<file path="src/rtl/adc_code_hist.sv">
// adc_code_hist
//
// Histogram engine for the 3-bit ADC code stream. A start request clears
// the per-code bin counters and opens an acquisition window of WIN_LEN
// accepted samples. Once the window is full, the bin counts are streamed
// out, one record per bin in ascending order, over a valid/ready handshake.
//
// Ports
//   clk        system / sampling clock
//   rstn       asynchronous active-low reset
//   code       ADC code, qualified by code_valid
//   code_valid sample strobe, only counted during acquisition
//   start      acquisition request, level-sampled while idle
//   busy       acquisition or dump in progress
//   done       single-cycle pulse on the first idle cycle after a dump
//   out_valid  bin record presented (high for the whole dump)
//   out_ready  consumer accepts the current record
//   out_bin    bin index of the current record
//   out_count  count held for out_bin
//   out_last   current record is the final bin

module adc_code_hist #(
    parameter int CODE_W  = 3,
    parameter int CNT_W   = 16,
    parameter int WIN_LEN = 1024
) (
    input  logic              clk,
    input  logic              rstn,
    input  logic [CODE_W-1:0] code,
    input  logic              code_valid,
    input  logic              start,
    output logic              busy,
    output logic              done,
    output logic              out_valid,
    input  logic              out_ready,
    output logic [CODE_W-1:0] out_bin,
    output logic [CNT_W-1:0]  out_count,
    output logic              out_last
);

    localparam int NBIN = 2 ** CODE_W;

    // Sample count held just before the window-closing sample is accepted.
    localparam logic [CNT_W-1:0] WIN_LAST = CNT_W'(WIN_LEN - 1);

    typedef enum logic [1:0] {
        IDLE,
        ACQ,
        DUMP
    } state_e;

    state_e                       state_q, state_d;
    logic [NBIN-1:0][CNT_W-1:0]   bin_q,   bin_d;
    logic [CNT_W-1:0]             samp_q,  samp_d;
    logic [CODE_W-1:0]            idx_q,   idx_d;
    logic                         done_q,  done_d;

    always_ff @(posedge clk or negedge rstn) begin
        if (!rstn) begin
            state_q <= IDLE;
            bin_q   <= '0;
            samp_q  <= '0;
            idx_q   <= '0;
            done_q  <= 1'b0;
        end else begin
            state_q <= state_d;
            bin_q   <= bin_d;
            samp_q  <= samp_d;
            idx_q   <= idx_d;
            done_q  <= done_d;
        end
    end

    always_comb begin
        state_d = state_q;
        bin_d   = bin_q;
        samp_d  = samp_q;
        idx_d   = idx_q;
        done_d  = 1'b0;

        unique case (state_q)
            IDLE: begin
                // Bins survive the idle period; they are only cleared
                // when the next acquisition is requested.
                if (start) begin
                    bin_d   = '0;
                    samp_d  = '0;
                    idx_d   = '0;
                    state_d = ACQ;
                end
            end

            ACQ: begin
                if (code_valid) begin
                    // Saturate rather than wrap; only reachable when the
                    // window equals the full counter range.
                    if (bin_q[code] != '1) begin
                        bin_d[code] = bin_q[code] + CNT_W'(1);
                    end
                    samp_d = samp_q + CNT_W'(1);
                    if (samp_q == WIN_LAST) begin
                        state_d = DUMP;
                    end
                end
            end

            DUMP: begin
                if (out_ready) begin
                    // The index wraps back to 0 on the final transfer, so
                    // out_bin reads 0 again once idle.
                    idx_d = idx_q + CODE_W'(1);
                    if (idx_q == '1) begin
                        state_d = IDLE;
                        done_d  = 1'b1;
                    end
                end
            end

            default: begin
                state_d = IDLE;
            end
        endcase
    end

    // All outputs decode registered state only; out_ready never reaches
    // out_valid combinationally.
    assign busy      = (state_q != IDLE);
    assign out_valid = (state_q == DUMP);
    assign out_bin   = idx_q;
    assign out_count = bin_q[idx_q];
    assign out_last  = (state_q == DUMP) && (idx_q == '1);
    assign done      = done_q;

endmodule

</file>
<file path="config.mk">
export PLATFORM = sky130hd
export DESIGN_NAME = adc_code_hist
export DESIGN_NICKNAME = d
export VERILOG_FILES = /design/src/rtl/adc_code_hist.sv
export SDC_FILE = /design/constraint.sdc
export NUM_CORES = 1
export LEC_CHECK = 0
export CAP_MARGIN = 0
export CORE_ASPECT_RATIO = 1.1
export CORE_MARGIN = 8
export CORE_UTILIZATION = 53
export DETAILED_ROUTE_END_ITERATION = 7
export PLACE_DENSITY = 0.71
export SKIP_LAST_GASP = 1
export SLEW_MARGIN = 10
export SYNTH_ARGS = -nofsm -noshare
export SYNTH_HDL_FRONTEND = slang
export SYNTH_SLANG_ARGS = --single-unit
export TNS_END_PERCENT = 1
</file>
<file path="constraint.sdc">
create_clock -name clk -period 3.53 [get_ports clk]
set_clock_uncertainty 0.05 [all_clocks]
set_input_delay 0.8825 -clock clk [delete_from_list [all_inputs] [get_ports clk]]
set_output_delay 0.8825 -clock clk [all_outputs]
set_load 0.01 [all_outputs]
</file>
==> results.txt, run 1 <==
The flow ran to the end, and the final reports show no timing, DRC or antenna violations. The critical path is of the reg -> out type. The H-tree was split into 4 levels. The proportion of synthesized flip-flops having asynchronous set or reset is 1.00. TritonCTS built the clock tree. In this run the post-CTS setup repair buffer count came out at 0. The die is 136 µm wide. The filler cells instantiated in the layout total 1,124. For the total of max-cap violations, the log shows 0.

Ranked by total cell area, the synthesized netlist is headed by sky130_fd_sc_hd__dfrtp_1 45%, sky130_fd_sc_hd__mux4_2 16%, sky130_fd_sc_hd__o2bb2ai_1 9.2%, sky130_fd_sc_hd__a22o_1 3.1%, sky130_fd_sc_hd__mux2_2 2.6%. The post-route clock period utilization works out to 0.961. The total of hold buffers inserted after clock tree synthesis is 0.

The clock period could shrink to 3.39 ns. The most critical setup path has its endpoint at out_count[0]. Buffers inserted during clock tree synthesis total 17.

The final route contains 6,394 vias. The HPWL after detailed placement is 15,700 µm. Across all setup checks in the final design, the least slack found is 0.138 ns. The die outline height works out to 148 µm.

The mapped netlist covers 8360 µm². In this run the register-to-register setup slack is 0.64 ns. The total overflow left after global routing is 0.

Fraction of final layout cells sized beyond drive strength 1: 0.305. For the worst-skew pair, the clock arrives at the later sink with an insertion delay of 0.43 ns. The I/O pin total is 31. The average instance in the mapped netlist occupies 13.3 µm². For this run, the leading register cell type out of synthesis is sky130_fd_sc_hd__dfrtp_1. Entering global routing, the biggest net connects 80 pins. At the end of the flow, the number of nets in the layout was 713. Of all nets on the critical path, the largest fanout is 36. Of all cell types, the one taking the most synthesized area is sky130_fd_sc_hd__dfrtp_1. The portion of the post-synthesis area used by sequential elements was 0.449; the final-report setup violation count was 0. STA puts the critical path data arrival time at 2.46 ns. The number of rows in the core area came out at 48. The floorplan step defined a core boundary enclosing 15,600 µm². The number of buffers on the longest clock path was 2; the global router's overall resource usage was 0.250.

The transition at the pin with the smallest max-transition slack is 0.776 ns, and the peak ir drop on the vdd network is 0.393 mV. The final core utilization was 0.634; the count of input and output buffers was 30. Setup repair after global routing left no endpoint under its margin. The tools report the cell count after synthesis as 630.

The first routing iteration left 580 violations. CTS saw 150 sinks. In this run the cell area measured after placement is 9270 µm². Dividing the detail-routed wire length by the instance count gives 26.1 µm.

The area share of the largest cell type after synthesis is 0.449, and the area added between synthesis and finish is 17.9%. The tightest hold path in the finished design has a slack of 0.424 ns. The count of state elements after synthesis came out at 150.

STA classifies the critical path startpoint as a flip-flop. The run gives 2.60 ns as the endpoint required time on the critical path. The path class of the tightest hold or removal check is in -> async. The post-detailed-route via-to-cell ratio was 7.00. The worst setup path startpoint is out_bin[0]$_DFFE_PN0P_.

The number of flops mapped to enable cells by yosys works out to 0. The tools report the initial standard-cell utilization of the core as 0.538. Leakage power of the design: 0.00402 µW.

The leading cell type by number of instances after synthesis is sky130_fd_sc_hd__dfrtp_1. Number of antenna diodes: 0. In this run, post-CTS repair resized a total of 0 instances. Ranked by instance count, the synthesized netlist is headed by 150 x sky130_fd_sc_hd__dfrtp_1, 88 x sky130_fd_sc_hd__o2bb2ai_1, 59 x sky130_fd_sc_hd__mux4_2. The ratio of total power to cell area was 467 nW/µm².

The logs give 642 for the synthesized netlist net count and 0 for the number of slew-limit violations in the final report. For the worst slack at placement, the log shows -0.0604 ns. Before antenna repair, the detailed router went through 7 iterations.

The tools report the final design area excluding fillers as 9860 µm². The congestion estimate from routability-driven global placement came to 0.864. The hold violation total from the final report is 0, and the clock transition at the register clock pins on the worst setup and hold paths after CTS is 0.06 ns. The area enclosed by the die boundary is 20,100 µm². The logs give 0 for the number of antenna violations at the first check in global routing and 0 for the remaining routing DRC violations. The via count of the first global-routing pass was 6,729. The netlist uses 53 different library cells.

STA classifies the critical path endpoint as a primary output. The count of nets left with antenna violations once routing finished came out at 0. For this run, the top clock speed supported by timing is 0.295 GHz. The worst reg-to-reg path cell count was 10; the headroom to the max-slew limit was 0.481. The tools report the beginning of the worst register-to-register path as bin_q[1]$_DFFE_PN0P_. The capturing point of the worst reg2reg path was bin_q[32]$_DFFE_PN0P_. The logs give 0 for the yosys synthesis warning count and 38,300 µm for the first-pass GRT wire length. The total wire length is 23,800 µm. The root buffer selected by CTS was sky130_fd_sc_hd__clkbuf_16.
==> power breakdown <==
part           internal (µW)  switching, µW
clock network           1130            741
registers               1870            142
logic                    366            362
total                   3360           1240
==> area by class of cell <==
class,count,area (µm²),area share
clock inverter,13,153,0.0155
sequential,150,3750,0.381
timing repair buffer,104,1000,0.102
inverter,6,22.5,0.00228
tap,200,250,0.0254
clock buffer,19,443,0.0449
multi-input combinational,422,4230,0.429
==> critical path, stage by stage, from the launching register on <==
cell and delay (ns):
sky130_fd_sc_hd__dfrtp_2 0.37, sky130_fd_sc_hd__buf_12 0.28, sky130_fd_sc_hd__mux4_2 0.55, sky130_fd_sc_hd__mux2_2 0.31, sky130_fd_sc_hd__clkdlybuf4s50_1 0.49
==> per-layer routing <==
layer,GRT usage,part of all wire,up-vias
met5,0,0,-
met4,0.112,0.035,0
met3,0.0597,0.083,76
met2,0.393,0.49,364
met1,0.321,0.40,3326
li1,-,-,2628
==> state kept, by name (all words and copies together), names as in the netlist <==
name and flops:
bin_q 128, done 1, out_bin 3, samp_q 16
state_q 2
==> how the worst min path moves through the flow <==
stage                                       from                     end  slack (ns)
after floorplan            bin_q[24]$_DFFE_PN0P_   bin_q[24]$_DFFE_PN0P_        0.42
after global placement    bin_q[100]$_DFFE_PN0P_  bin_q[100]$_DFFE_PN0P_        0.43
after detailed placement  bin_q[102]$_DFFE_PN0P_  bin_q[102]$_DFFE_PN0P_        0.44
after CTS                  bin_q[85]$_DFFE_PN0P_   bin_q[85]$_DFFE_PN0P_        0.46
after global routing                        rstn   samp_q[6]$_DFFE_PN0P_        0.48
final                                       rstn   samp_q[7]$_DFFE_PN0P_        0.42
==> placed cells by master (no fill, tap or decap), types with 10 or more instances in the layout <==
cell type                         synthesis  routed
sky130_fd_sc_hd__a21oi_1                 10      10
sky130_fd_sc_hd__a22o_1                  30      30
sky130_fd_sc_hd__a32o_1                  13      13
sky130_fd_sc_hd__buf_12                   0      13
sky130_fd_sc_hd__buf_4                   12      61
sky130_fd_sc_hd__clkbuf_16                0      17
sky130_fd_sc_hd__clkdlybuf4s50_1          0      26
sky130_fd_sc_hd__dfrtp_1                150     149
sky130_fd_sc_hd__mux2_2                  19      19
sky130_fd_sc_hd__mux2i_1                 17      17
sky130_fd_sc_hd__mux4_2                  59      59
sky130_fd_sc_hd__nand2_1                 32      32
sky130_fd_sc_hd__nor2_1                  31      31
sky130_fd_sc_hd__o2bb2ai_1               88      88
sky130_fd_sc_hd__xnor2_1                 13      13
==> through the flow <==
stage / instances / power (µW) / TNS [ns]
floorplan: 630 / 2460 / -0.158
global placement: 882 / 2710 / 0
detailed placement: 882 / 2740 / -0.894
CTS: 914 / 4600 / 0
global route: 914 / 4750 / 0
finish: 914 / 4610 / 0
==> cells by family (layout without fill, tap and decap cells) <==
group,count (synthesis),in the layout,synth area share
xor gates and xnor gates,26,26,0.0308
and+or+nand+nor,128,128,0.0835
adders and majority gates,4,4,0.00598
muxes,96,96,0.206
DFF,150,150,0.449
buffers and inverters,58,142,0.0467
AOI/OAI and AO/OA,168,168,0.178
Note: power is estimated with default switching activity, not from simulation.
==> run 2: changes to the inputs <==
CORE_MARGIN = 2   (was 8)
RECOVER_POWER = 25   (was default)
==> results.txt, run 2 (synthesis gave the netlist of run 1 again) <==
The first-pass GRT wire length is 37,300 µm (-2.5%). Die width: 124 µm (-8.8%). The floorplan core area came out at 15,600 µm² (unchanged).

The number of filler instances in the final layout is 1,129 (+0.44%), and the initial standard-cell utilization of the core is 0.538 (unchanged). The clock transition at the register clock pins on the worst setup and hold paths after CTS works out to 0.06 ns (about the same). Flip-flop count of the largest register, all copies and words added: 128 (unchanged).

The post-detailed-route via-to-cell ratio was 6.81 (-2.6%). The run gives 81 (+81) as the number of slew-limit violations in the final report. The tools report the via count of the first global-routing pass as 6,656 (-1.1%).

The first-pass detailed-route iteration total was 5 (-2). The number of buffers created by CTS came out at 17 (unchanged). Endpoint of the worst hold-timing path: bin_q[29]$_DFFE_PN0P_.

The data arrival time of the worst path came out at 2.47 ns (about the same). The global router's overall resource usage was 0.303 (+0.0538). The total wire length came out at 23,600 µm (-1.1%). The logs give 1 (+1) for the total of max-cap violations and 0 (unchanged) for the total of hold buffers inserted after clock tree synthesis. The source of the worst hold timing path was bin_q[29]$_DFFE_PN0P_.

Endpoint required time on the critical path: 2.60 ns (about the same). The cell count of the worst hold path was 1. The flow ran to the end, but the final reports show violations. The worst setup path is of the reg -> out kind.

The logs give 720 (+0.98%) for the count of nets after finishing and 0 (unchanged) for the number of antenna diodes. Setup repair after global routing left no endpoint under its margin. The area enclosed by the die boundary is 16,800 µm² (-16%), and the number of clock sinks seen by CTS is 150 (unchanged). Maximum fanout along the worst path: 36 (unchanged). Counting flops per register, the top entry is bin_q. The combined area of the multi-input logic cells was 4230 µm² (unchanged). Traced cell by cell, the critical path runs through buf_12, mux4_2, mux2_2, clkdlybuf4s50_1. The die outline height is 136 µm (-8.1%).

The buffering stage count on the worst path with inverters included is 2 (unchanged). The total chip power is 4750 µW (+3.1%). The tree is rooted in a sky130_fd_sc_hd__clkbuf_16. The logs give -0.389 (-0.870) for the headroom to the max-slew limit and 6,267 (-2.0%) for the vias after detailed routing.

For the leakage power of the design, the log shows 0.00406 µW (+0.93%). The final hold slack came out at 0.455 ns (+0.0317 ns). For the number of buffers on the longest clock path, the log shows 2 (unchanged). The time the final worst path needs with I/O delays and setup was 3.40 ns (+0.00636 ns). The tools report the capturing point of the worst reg2reg path as bin_q[119]$_DFFE_PN0P_. The average wire per standard cell is 25.6 µm (-1.8%). The antenna violation net count after detailed routing is 0 (unchanged). The tools report the remaining global-route overflow as 0 (unchanged). Total area of sequential cells: 3750 µm² (unchanged).

The clock network latency to the later pin of the worst-skew pair was 0.43 ns (about the same). The I/O pin total was 31 (unchanged). The initial detailed-routing violation count is 581 (+0.17%). The number of rows in the core area is 48 (unchanged), and the ratio of total power to cell area is 479 nW/µm² (+2.5%).

The worst setup path is captured at a primary output. The maximum cell stage delay along the critical path works out to 0.55 ns (about the same). The post-route clock period utilization is 0.963 (+0.00180).

The total instance count after detailed placement is 889 (+0.79%). Sort of element at the start of the critical path: a flip-flop. The transition at the pin with the smallest max-transition slack is 2.08 ns (+1.31 ns).

The half-perimeter wire length after placement is 15,400 µm (-2.0%), and the remaining routing DRC violations is 0 (unchanged). For the peak ir drop on the vdd network, the log shows 0.349 mV (-11%). Timing-limited maximum frequency: 0.294 GHz (-0.19%). The cell family contributing the most delay on the critical path is multiplexers. The pin count of the biggest net entering global routing came out at 81 (+1.3%). The checks that failed: max-capacitance violations, max-slew violations. The run gives 0 (unchanged) as the post-cts sizing count. The slowest stage of the critical path belongs to the cell sky130_fd_sc_hd__mux4_2. The tools report the final-report setup violation count as 0 (unchanged). Area added between synthesis and finish: 18.6%.

Worst min-delay path class: reg -> reg. In this run the critical register-to-register path is launched from bin_q[113]$_DFFE_PN0P_. The leading cell type in the layout, fill and taps excluded is sky130_fd_sc_hd__dfrtp_1. The logs give 0 (unchanged) for the number of antenna violations at the first check in global routing and 0 (unchanged) for the hold violation total from the final report. The worst reg-to-reg path cell count works out to 11 (+1).

The count of buffers added by post-CTS timing repair for setup was 0 (unchanged); the CTS H-tree depth was 4 (unchanged). Leaving out fill and tap cells, the most frequent cells in the layout are 149 x sky130_fd_sc_hd__dfrtp_1, 88 x sky130_fd_sc_hd__o2bb2ai_1, 71 x sky130_fd_sc_hd__buf_4. The count of input and output buffers was 30 (unchanged); the fraction of final layout cells sized beyond drive strength 1 was 0.310 (+0.00440). The run gives 0.69 ns (+0.05 ns) as the reg-to-reg setup timing slack.

TritonCTS built the clock tree. The placer congestion estimate is 0.879 (+1.7%), and the final standard cell count with taps included and fillers excluded is 920 (+0.66%).
## run 2: cell types whose count changed in the layout (fill, tap and decap cells not counted), sizes merged
cell	before	now
bufinv	3	5
buf	78	83
clkbuf	19	25
clkinv	6	3
inv	8	6
clkinvlp	2	0
## run 2: through the flow
stage           util  worst slack [ns]  area [µm²]  setup TNS [ns]
2_1_floorplan      -          -0.00722        8390          -0.158
3_3_place_gp   0.597          -0.00350        9280         -0.0159
3_5_place_dp   0.597           -0.0985        9280           -4.07
4_1_cts        0.639             0.110        9940               0
5_1_grt        0.638            0.0575        9920               0
6_report       0.638             0.131        9920               0
## run 2: how the worst max path moves through the flow
| stage | start | cells past startpoint | endpoint | slack [ns] |
|---|---|---|---|---|
| after floorplan | code[2] | 16 | bin_q[68]$_DFFE_PN0P_ | -0.007 |
| after global placement | code[1] | 11 | bin_q[17]$_DFFE_PN0P_ | -0.003 |
| after detailed placement | code[1] | 11 | bin_q[113]$_DFFE_PN0P_ | -0.1 |
| after CTS | out_bin[0]$_DFFE_PN0P_ | 4 | out_count[0] | 0.11 |
| after global routing | out_bin[0]$_DFFE_PN0P_ | 4 | out_count[12] | 0.06 |
| final | out_bin[0]$_DFFE_PN0P_ | 4 | out_count[0] | 0.13 |
## run 2: worst register-to-register path, cell delays in order (launching register included)
cell and delay, ns:
sky130_fd_sc_hd__dfrtp_1 0.40, sky130_fd_sc_hd__mux4_2 0.48, sky130_fd_sc_hd__mux2_2 0.31, sky130_fd_sc_hd__ha_1 0.20
sky130_fd_sc_hd__inv_2 0.08, sky130_fd_sc_hd__a2111oi_4 0.04, sky130_fd_sc_hd__nand3_2 0.15, sky130_fd_sc_hd__nor3_4 0.07
sky130_fd_sc_hd__buf_12 0.16, sky130_fd_sc_hd__a211o_1 0.36, sky130_fd_sc_hd__buf_4 0.19, sky130_fd_sc_hd__a22o_1 0.23
## run 2: layer usage
layer,GRT usage,vias to the layer above,part of all wire
met2,0.483,314,0.50
li1,-,2646,-
met1,0.399,3235,0.39
met4,0.129,0,0.031
met5,0,-,0
met3,0.0715,72,0.079
## run 2: cell type report
cell class	instances	share of cell area
multi-input combinational	422	0.427
sequential	150	0.379
timing repair buffer	111	0.101
clock buffer	23	0.0492
tap	200	0.0252
clock inverter	8	0.0170
inverter	6	0.00227
## run 2: power by group
group | leakage (µW) | switching, µW | internal [µW]
Combinational | 0.00169 | 351 | 363
Clock | 0.000323 | 706 | 1330
Sequential | 0.00205 | 136 | 1870
==> run 3: changes to the inputs <==
CTS_BUF_LIST = sky130_fd_sc_hd__clkbuf_16   (was default)
REMOVE_ABC_BUFFERS = 1   (was default)
==> results.txt, run 3 (synthesis gave the netlist of run 1 again) <==
The tools report the I/O pin total as 31 (unchanged). The cell count of the worst hold path is 1 (unchanged), and the total of max-cap violations is 1 (unchanged). The run gives 9210 µm² (-0.80%) as the post-place instance area. Leading cell type in the layout, fill and taps excluded: sky130_fd_sc_hd__dfrtp_1. The tools report the area enclosed by the die boundary as 16,800 µm² (unchanged). STA classifies the critical path startpoint as a flip-flop.

The tools report the clock network latency to the later pin of the worst-skew pair as 0.44 ns (about the same). Flip-flop count of the largest register, all copies and words added: 128 (unchanged). The logs give 0.00397 µW (-2.3%) for the leakage power of the design and 0 (unchanged) for the final-report setup violation count. The detailed-routed wire length on met3 was 1640 µm (-11%).

The worst min-delay path class is reg -> reg. The endpoint required time on the critical path was 2.60 ns (about the same). The post-detailed-route via-to-cell ratio was 6.84 (+0.42%). Maximum fanout along the worst path: 36 (unchanged). For the number of buffers on the longest clock path, the log shows 2 (unchanged). Initial standard-cell utilization of the core: 0.538 (unchanged).

Setup repair after global routing left no endpoint under its margin. The count of buffers added by post-CTS timing repair for setup is 0 (unchanged). The tools report the via count of the first global-routing pass as 6,539 (-1.8%). The path with the worst hold slack has its endpoint at bin_q[127]$_DFFE_PN0P_. The die outline height was 136 µm (unchanged). The remaining routing DRC violations was 0 (unchanged); the average wire per standard cell was 24.9 µm (-2.9%).

The critical path is of the reg -> out type. The number of antenna diodes is 0 (unchanged), and the total chip power is 4460 µW (-6.1%). The worst register-to-register path ends at bin_q[113]$_DFFE_PN0P_.

The hold violation total from the final report was 0 (unchanged). The count of input and output buffers is 30 (unchanged), and the first-pass GRT wire length is 36,500 µm (-2.1%). The run gives 0.293 (-0.0101) as the global router's overall resource usage. The post-route clock period utilization came out at 0.955 (-0.00731). The root buffer selected by CTS was sky130_fd_sc_hd__clkbuf_16.

Relative to the synthesized area, the layout overhead comes to 16.6%. The floorplan core area is 15,600 µm² (unchanged). The logs give 11,000 µm (-6.1%) for the met2 wire length and 9120 µm (-1.1%) for the detailed-route wire length on metal 1.

For the first-pass detailed-route iteration total, the log shows 5 (unchanged). The transition at the pin with the smallest max-transition slack was 1.50 ns (-0.580 ns). The flow ran to the end, but the final reports show violations. The checks that failed: max-capacitance violations, max-slew violations. The uppermost metal layer occupied by signal nets was met4.

Final core utilization: 0.627 (-0.0109). TritonCTS built the clock tree. The post-cts sizing count came out at 0 (unchanged).

The ratio of total power to cell area was 458 nW/µm² (-4.4%); the number of clock sinks seen by CTS was 150 (unchanged). bin_q holds more flip-flops than any other register. The worst register-to-register path begins at bin_q[97]$_DFFE_PN0P_. The startpoint identified for the worst hold timing path is bin_q[127]$_DFFE_PN0P_. The tools report the setup TNS as 0 ns (unchanged).

The clock transition at the register clock pins on the worst setup and hold paths after CTS works out to 0.06 ns (about the same). The die width was 124 µm (unchanged). The remaining global-route overflow came out at 0 (unchanged).

For the headroom to the max-slew limit, the log shows -0.00228 (+0.387). The tools report the final design area excluding fillers as 9750 µm² (-1.7%). The top cell types in the final layout, fill and taps aside, are 149 x sky130_fd_sc_hd__dfrtp_1, 88 x sky130_fd_sc_hd__o2bb2ai_1, 59 x sky130_fd_sc_hd__mux4_2. The vias after detailed routing is 6,218 (-0.78%), and the fraction of final layout cells sized beyond drive strength 1 is 0.295 (-0.0149). The number of filler instances in the final layout came out at 1,155 (+2.3%). The pin count of the biggest net entering global routing was 61 (-25%).

For the number of antenna violations at the first check in global routing, the log shows 0 (unchanged). The CTS H-tree depth was 4 (unchanged). The tools report the number of buffers created by CTS as 17 (unchanged). For the timing-limited maximum frequency, the log shows 0.296 GHz (+0.77%). The number of slew-limit violations in the final report was 60 (-26%).

The time the final worst path needs with I/O delays and setup is 3.37 ns (-0.0258 ns). The reg-to-reg setup timing slack is 0.73 ns (+0.04 ns), and the half-perimeter wire length after placement is 15,300 µm (-0.51%). The antenna violation net count after detailed routing came out at 0 (unchanged). Total wire length: 22,600 µm (-4.1%).

The peak ir drop on the vdd network was 0.349 mV (-0.16%); the worst reg-to-reg path cell count was 11 (unchanged). For the data arrival time of the worst path, the log shows 2.44 ns (-0.03 ns). The initial detailed-routing violation count was 694 (+19%); the count of nets after finishing was 708 (-1.7%).

The number of rows in the core area was 48 (unchanged); the total of hold buffers inserted after clock tree synthesis was 0 (unchanged). The worst setup path is captured at a primary output. The tools report the placer congestion estimate as 0.874 (-0.55%).
==> run 3: cell count changes in the layout (fill, tap and decap cells not counted), moves of 2 or more <==
cell	change
sky130_fd_sc_hd__bufinv_16	-3
sky130_fd_sc_hd__clkbuf_8	-4
sky130_fd_sc_hd__buf_4	-14
sky130_fd_sc_hd__buf_12	+2
sky130_fd_sc_hd__clkbuf_1	-2
sky130_fd_sc_hd__clkinvlp_4	+3
sky130_fd_sc_hd__inv_1	+2
sky130_fd_sc_hd__clkinv_1	+3
==> run 3: per-layer routing <==
metal  vias to the layer above  global-route usage
li1                       2629                   -
met1                      3218               0.389
met2                       306               0.457
met3                        65              0.0657
met4                         0               0.143
met5                         -                   0
==> run 3: where the power goes <==
| group | switching, µW | internal [µW] |
|---|---|---|
| combinational | 342 | 356 |
| sequential | 136 | 1870 |
| clock | 731 | 1030 |
==> run 3: worst max-delay path: stages, from the launching register on <==
cell,delay [ns]
sky130_fd_sc_hd__dfrtp_2,0.37
sky130_fd_sc_hd__buf_12,0.28
sky130_fd_sc_hd__mux4_2,0.56
sky130_fd_sc_hd__mux2_2,0.30
sky130_fd_sc_hd__clkdlybuf4s50_1,0.49
==> run 3: final cells by class <==
class	instances	area [µm²]	area share
clock inverters	15	139	0.0142
multi-input cells	422	4220	0.433
repair buffers	99	933	0.0957
flip-flops and latches	150	3750	0.385
clock buffers	17	425	0.0436
well taps	200	250	0.0257
inverters	6	22.5	0.00231
==> run 3: through the flow <==
stage / setup slack (ns) / cells / hold slack, ns
after CTS: 0.121 / 909 / 0.388
after global placement: -0.0511 / 877 / 0.437
after floorplan: -0.264 / 578 / 0.415
after global routing: 0.0664 / 909 / 0.479
final: 0.157 / 909 / 0.459
after detailed placement: -0.0893 / 877 / 0.440
==> run 3: worst max path at each step <==
stage / end / start / cells after the start / slack [ns]
finish: out_count[1] / out_bin[0]$_DFFE_PN0P_ / 4 / 0.16
global route: out_count[1] / out_bin[0]$_DFFE_PN0P_ / 4 / 0.07
CTS: out_count[1] / out_bin[0]$_DFFE_PN0P_ / 4 / 0.12
detailed placement: bin_q[44]$_DFFE_PN0P_ / code[1] / 9 / -0.09
global placement: bin_q[28]$_DFFE_PN0P_ / code[1] / 9 / -0.05
floorplan: samp_q[13]$_DFFE_PN0P_ / start / 7 / -0.26
